**config.mk**
```make
export PLATFORM = sky130hd
export DESIGN_NAME = eth_tx_line
export DESIGN_NICKNAME = d
export VERILOG_FILES = /design/src/rtl/eth_tx_line.sv
export SDC_FILE = /design/constraint.sdc
export NUM_CORES = 1
export LEC_CHECK = 0
export ABC_CLOCK_PERIOD_IN_PS = 2200
export CORE_MARGIN = 8
export CORE_UTILIZATION = 49
export CTS_BUF_LIST = sky130_fd_sc_hd__clkbuf_8
export DETAILED_ROUTE_END_ITERATION = 6
export GPL_TIMING_DRIVEN = 0
export MAX_ROUTING_LAYER = met4
export PLACE_DENSITY = 0.69
export REMOVE_ABC_BUFFERS = 1
export SLEW_MARGIN = 30
export SYNTH_ARGS = -nofsm -noshare
export SYNTH_HDL_FRONTEND = slang
export SYNTH_SLANG_ARGS = --single-unit
export TNS_END_PERCENT = 30
```
**constraint.sdc**
```tcl
create_clock -name clk -period 2.2 [get_ports clk]
set_input_delay 0.44 -clock clk [delete_from_list [all_inputs] [get_ports clk]]
set_output_delay 0.44 -clock clk [all_outputs]
set_load 0.01 [all_outputs]
```
**src/rtl/eth_tx_line.sv**
```systemverilog
// 10BASE-T transmit line stage: passes link pulses through in idle and sends
// Manchester-encoded frames with preamble/SFD and a trailing TP_IDL.
module eth_tx_line #(
    parameter int HALF_BIT     = 4,
    parameter int TPIDL_CYCLES = 20
) (
    input  logic       clk,
    input  logic       resetn,
    input  logic       tx_nlp,
    input  logic       tx_valid,
    input  logic [7:0] tx_data,
    input  logic       tx_last,
    output logic       tx_ready,
    output logic       td_p,
    output logic       td_n,
    output logic       tx_busy,
    output logic       underrun,
    output logic       nlp_skip
);

    localparam int HCW = (HALF_BIT > 1) ? $clog2(HALF_BIT) : 1;
    localparam int TCW = $clog2(TPIDL_CYCLES + 1);
    localparam logic [HCW-1:0] HALF_LAST  = HCW'(HALF_BIT - 1);
    localparam logic [TCW-1:0] TPIDL_LAST = TCW'(TPIDL_CYCLES - 1);

    typedef enum logic [1:0] {IDLE, PRE, DATA, TPIDL} state_t;

    state_t         state;
    logic [7:0]     hold_data;
    logic           hold_last;
    logic           hold_valid;
    logic [7:0]     shift_data;
    logic           shift_last;
    logic [HCW-1:0] half_cnt;
    logic           phase;
    logic [2:0]     bit_idx;
    logic [2:0]     pre_idx;
    logic [TCW-1:0] tpidl_cnt;
    logic           nlp_arm;
    logic           nlp_prev;

    logic       accept;
    logic       nlp_rise;
    logic       arm_now;
    logic       half_end;
    logic       bit_end;
    logic       byte_end;
    logic [7:0] cur_byte;
    logic       cur_bit;
    logic       line_level;
    logic       next_avail;
    logic [7:0] next_data;
    logic       next_last;

    assign accept   = tx_valid && tx_ready;
    assign nlp_rise = tx_nlp && !nlp_prev;
    assign arm_now  = nlp_arm || (nlp_rise && state == IDLE);
    assign half_end = (half_cnt == HALF_LAST);
    assign bit_end  = half_end && phase;
    assign byte_end = bit_end && (bit_idx == 3'd7);

    // Preamble bytes are generated here so the holding register stays untouched.
    assign cur_byte   = (state == PRE) ? ((pre_idx == 3'd7) ? 8'hD5 : 8'h55) : shift_data;
    assign cur_bit    = cur_byte[bit_idx];
    assign line_level = phase ? cur_bit : !cur_bit;

    // A byte accepted on the very edge a byte finishes still counts as available.
    assign next_avail = hold_valid || accept;
    assign next_data  = hold_valid ? hold_data : tx_data;
    assign next_last  = hold_valid ? hold_last : tx_last;

    always_ff @(posedge clk) begin
        if (!resetn) begin
            state      <= IDLE;
            hold_data  <= '0;
            hold_last  <= 1'b0;
            hold_valid <= 1'b0;
            shift_data <= '0;
            shift_last <= 1'b0;
            half_cnt   <= '0;
            phase      <= 1'b0;
            bit_idx    <= '0;
            pre_idx    <= '0;
            tpidl_cnt  <= '0;
            nlp_arm    <= 1'b0;
            nlp_prev   <= 1'b0;
            tx_ready   <= 1'b0;
            td_p       <= 1'b0;
            td_n       <= 1'b0;
            tx_busy    <= 1'b0;
            underrun   <= 1'b0;
            nlp_skip   <= 1'b0;
        end else begin
            underrun <= 1'b0;
            nlp_skip <= nlp_rise && (state != IDLE);
            nlp_prev <= tx_nlp;
            tx_busy  <= (state != IDLE);

            if (!tx_nlp)
                nlp_arm <= 1'b0;
            else if (nlp_rise && state == IDLE)
                nlp_arm <= 1'b1;

            if (accept) begin
                hold_valid <= 1'b1;
                hold_data  <= tx_data;
                hold_last  <= tx_last;
            end
            tx_ready <= !next_avail;

            case (state)
                IDLE: begin
                    td_p <= arm_now && tx_nlp;
                    td_n <= 1'b0;
                    if (hold_valid && !(tx_nlp && arm_now))
                        state <= PRE;
                end
                PRE, DATA: begin
                    td_p     <= line_level;
                    td_n     <= !line_level;
                    half_cnt <= half_end ? '0 : half_cnt + HCW'(1);
                    if (half_end)
                        phase <= !phase;
                    if (bit_end)
                        bit_idx <= bit_idx + 3'd1;
                    if (state == PRE && byte_end) begin
                        pre_idx <= pre_idx + 3'd1;
                        if (pre_idx == 3'd7) begin
                            state      <= DATA;
                            shift_data <= hold_data;
                            shift_last <= hold_last;
                            hold_valid <= 1'b0;
                            tx_ready   <= 1'b1;
                        end
                    end
                    if (state == DATA && byte_end) begin
                        if (shift_last) begin
                            state <= TPIDL;
                        end else if (next_avail) begin
                            shift_data <= next_data;
                            shift_last <= next_last;
                            hold_valid <= 1'b0;
                            tx_ready   <= 1'b1;
                        end else begin
                            underrun <= 1'b1;
                            state    <= TPIDL;
                        end
                    end
                end
                TPIDL: begin
                    td_p <= 1'b1;
                    td_n <= 1'b0;
                    if (tpidl_cnt == TPIDL_LAST) begin
                        tpidl_cnt <= '0;
                        state     <= IDLE;
                    end else begin
                        tpidl_cnt <= tpidl_cnt + TCW'(1);
                    end
                end
                default: state <= IDLE;
            endcase
        end
    end

endmodule

```
==> impl_metrics.env <==
export IMPL_die_width_um=83.15
export IMPL_drc=0
export IMPL_mostFrequentLayoutCell="dfxtp_1"
export IMPL_status="finished, final reports clean"
export IMPL_tightestPinTransition_ps=658.7
export IMPL_power_leakage_nw=0.9750
export IMPL_routedWlPerCell_um=13.65
export IMPL_syn_avg_cell_area_um2=9.019
export IMPL_clkTransAtPathRegs_ps=80
export IMPL_cts_sinks=43
export IMPL_antenna_found_initial=0
export IMPL_placed_cells=301
export IMPL_synth_warnings=0
export IMPL_synthesis_area_um2=2210
export IMPL_ant_nets=0
export IMPL_powerDensity_nw_per_um2=673.9
export IMPL_crit_path_start_kind="flop"
export IMPL_drtIter0Drc=148
export IMPL_postLayoutCoreUtil_pct=56.93
export IMPL_cts_htree_levels=2
export IMPL_worstSetupPathType="flop to flop"
export IMPL_dieArea_um2=6914
export IMPL_diodes=0
export IMPL_hold_viol=0
export IMPL_std_cell_rows=24
export IMPL_die_h_um=83.15
export IMPL_grt_use_total_pct=13.17
export IMPL_core_area_um2=4354
export IMPL_fin_worst_skew_ps=6.884
export IMPL_yosys_register_bits=43
export IMPL_drive_gt1_share_pct=7.004
export IMPL_period_minus_slack_ps=2037
export IMPL_io_pins=19
export IMPL_max_stage_delay_ps=470
export IMPL_vias_per_cell=5.505
export IMPL_synth_edf_count=0
export IMPL_max_slew_margin_pct=56.03
export IMPL_cts_setup_buffers=0
export IMPL_gp_congestion=0.7319
export IMPL_critPathBufInv=0
export IMPL_timing_critical_path_mode_cell="ha_1"
export IMPL_fmax_mhz=490.8
export IMPL_hold_slack_ps=474.3
export IMPL_vias=1701
export IMPL_synth_seq_area_share_pct=38.96
export IMPL_crit_path_end_kind="flop"
export IMPL_finalCritPeriodShare_pct=92.61
export IMPL_fin_total_pwr_mw=1.670
export IMPL_crit_fanout=12
export IMPL_io_buffers=18
export IMPL_nNetsFinal=280
export IMPL_initial_core_util_pct=50.75
export IMPL_cts_resized=0
export IMPL_cap_viol_max_count=0
export IMPL_slew_viol_final=0
export IMPL_grt_overflow=0
export IMPL_worstPathCellList="ha_1, ha_1, nand4_1, or2_2, nor2_4, o22a_1, a21oi_1"
export IMPL_clock_path_buffers=2
export IMPL_final_cells=309
export IMPL_drt_pass1_iter_count=6
export IMPL_area_growth_pct=12.17
export IMPL_finalSetupViolations=0
export IMPL_synthArstFlopShare_pct=0
export IMPL_layout_setup_ws_ps=162.6
export IMPL_rsz0062_at_grt="false"
export IMPL_preCtsSetupSlack_ps=-59.72
export IMPL_hold_buffers=0
export IMPL_ys_flop_type="dfxtp_1"
export IMPL_worst_path_max_delay_cell="dfxtp_1"
export IMPL_cp_top_family="simple AND/OR/NAND/NOR gates"
export IMPL_cts_tree="done"
export IMPL_grt_pass1_vias=1639
export IMPL_irDropWorstVdd_uv=385.4
export IMPL_cts_buffers=5
export IMPL_min_path_type="flop to flop"
export IMPL_cts_root_buffer="clkbuf_8"
export IMPL_clock_latency_ps=300
export IMPL_syn_inst=245
export IMPL_layout_common_cells="43 x dfxtp_1, 36 x nand2_1, 17 x clkdlybuf4s50_1"
export IMPL_dp_final_hpwl_um=2832
export IMPL_wl_um=4217
export IMPL_grt_pass1_wl_um=7527
export IMPL_synth_distinct_cells=40
export IMPL_crit_arrival_ps=2210
export IMPL_grt_max_degree=43
export IMPL_required_ps=2370
[flip-flops by register name (all words and copies together), names as in the netlist]
name	cells
hold_last	1
nlp_arm	1
underrun	1
nlp_skip	1
hold_data	8
shift_last	1
state	2
pre_idx	3
tpidl_cnt	5
td_n	1
td_p	1
shift_data	8
hold_valid	1
tx_busy	1
bit_idx	3
nlp_prev	1
phase	1
tx_ready	1
half_cnt	2
[metal layers]
metal	GRT usage [%]	vias up	part of all wire, %
met5	-	-	0
met4	6.230	0	1.9
met3	4.004	8	4.0
met2	20.30	18	44
met1	15.28	791	50
li1	-	884	-
[cell families (layout without fill, tap and decap cells)]
| group | after synthesis | count (layout) | share of synthesized area [%] |
|---|---|---|---|
| AOI/OAI and AO/OA | 70 | 70 | 22.14 |
| xor gates and xnor gates | 5 | 5 | 1.982 |
| adders and majority gates | 11 | 11 | 6.229 |
| buffers and inverters | 19 | 31 | 3.681 |
| DFF | 43 | 43 | 38.96 |
| muxes | 16 | 16 | 7.814 |
| and+or+nand+nor | 81 | 81 | 19.20 |
[tightest hold or removal path: stages, from the launching register on]
cell	delay, ps
dfxtp_1	320
nand2_1	50
a21boi_0	70
[cell usage after synthesis, types with 5 or more instances]
cell,instances,area [um^2]
and2_1,8,50.05
dfxtp_1,43,860.8
nand2_1,36,135.1
mux2i_1,15,150.1
nor2b_1,13,81.33
clkbuf_1,11,41.29
nand3_1,5,25.02
o22a_1,9,78.83
o21ai_0,14,70.07
a21oi_1,13,65.06
inv_1,5,18.77
a21boi_0,15,112.6
o21a_1,10,75.07
ha_1,11,137.6
[area by class of cell]
cell class / instances / area, um^2
sequential: 43 / 860.8
fill: 421 / 1876
timing repair buffer: 18 / 175.2
clock inverter: 3 / 15.01
tap: 52 / 65.06
multi-input combinational: 183 / 1275
clock buffer: 5 / 68.82
inverter: 5 / 18.77
[report_power, final]
group          leakage, nW  switching [mW]  internal (mW)
clock network       0.0477           0.273          0.217
registers            0.350          0.0471          0.836
logic                0.577           0.145          0.152
[path summary, 6_finish.rpt]
path	start	end	slack [ps]	depth (start not counted)
worst max-delay path	bit_idx[1]	shift_data[3]	160	7
worst min-delay path	pre_idx[1]	pre_idx[1]	470	2
worst max register to register	bit_idx[1]	shift_data[3]	160	7
worst min register to register	pre_idx[1]	pre_idx[1]	470	2
[metrics by stage]
| stage | setup TNS, ps | area (um^2) |
|---|---|---|
| floorplan | 0 | 2147 |
| global placement | -887.0 | 2392 |
| detailed placement | -447.8 | 2387 |
| CTS | 0 | 2471 |
| global route | 0 | 2479 |
| finish | 0 | 2479 |
(Power assumes the default switching activity.)
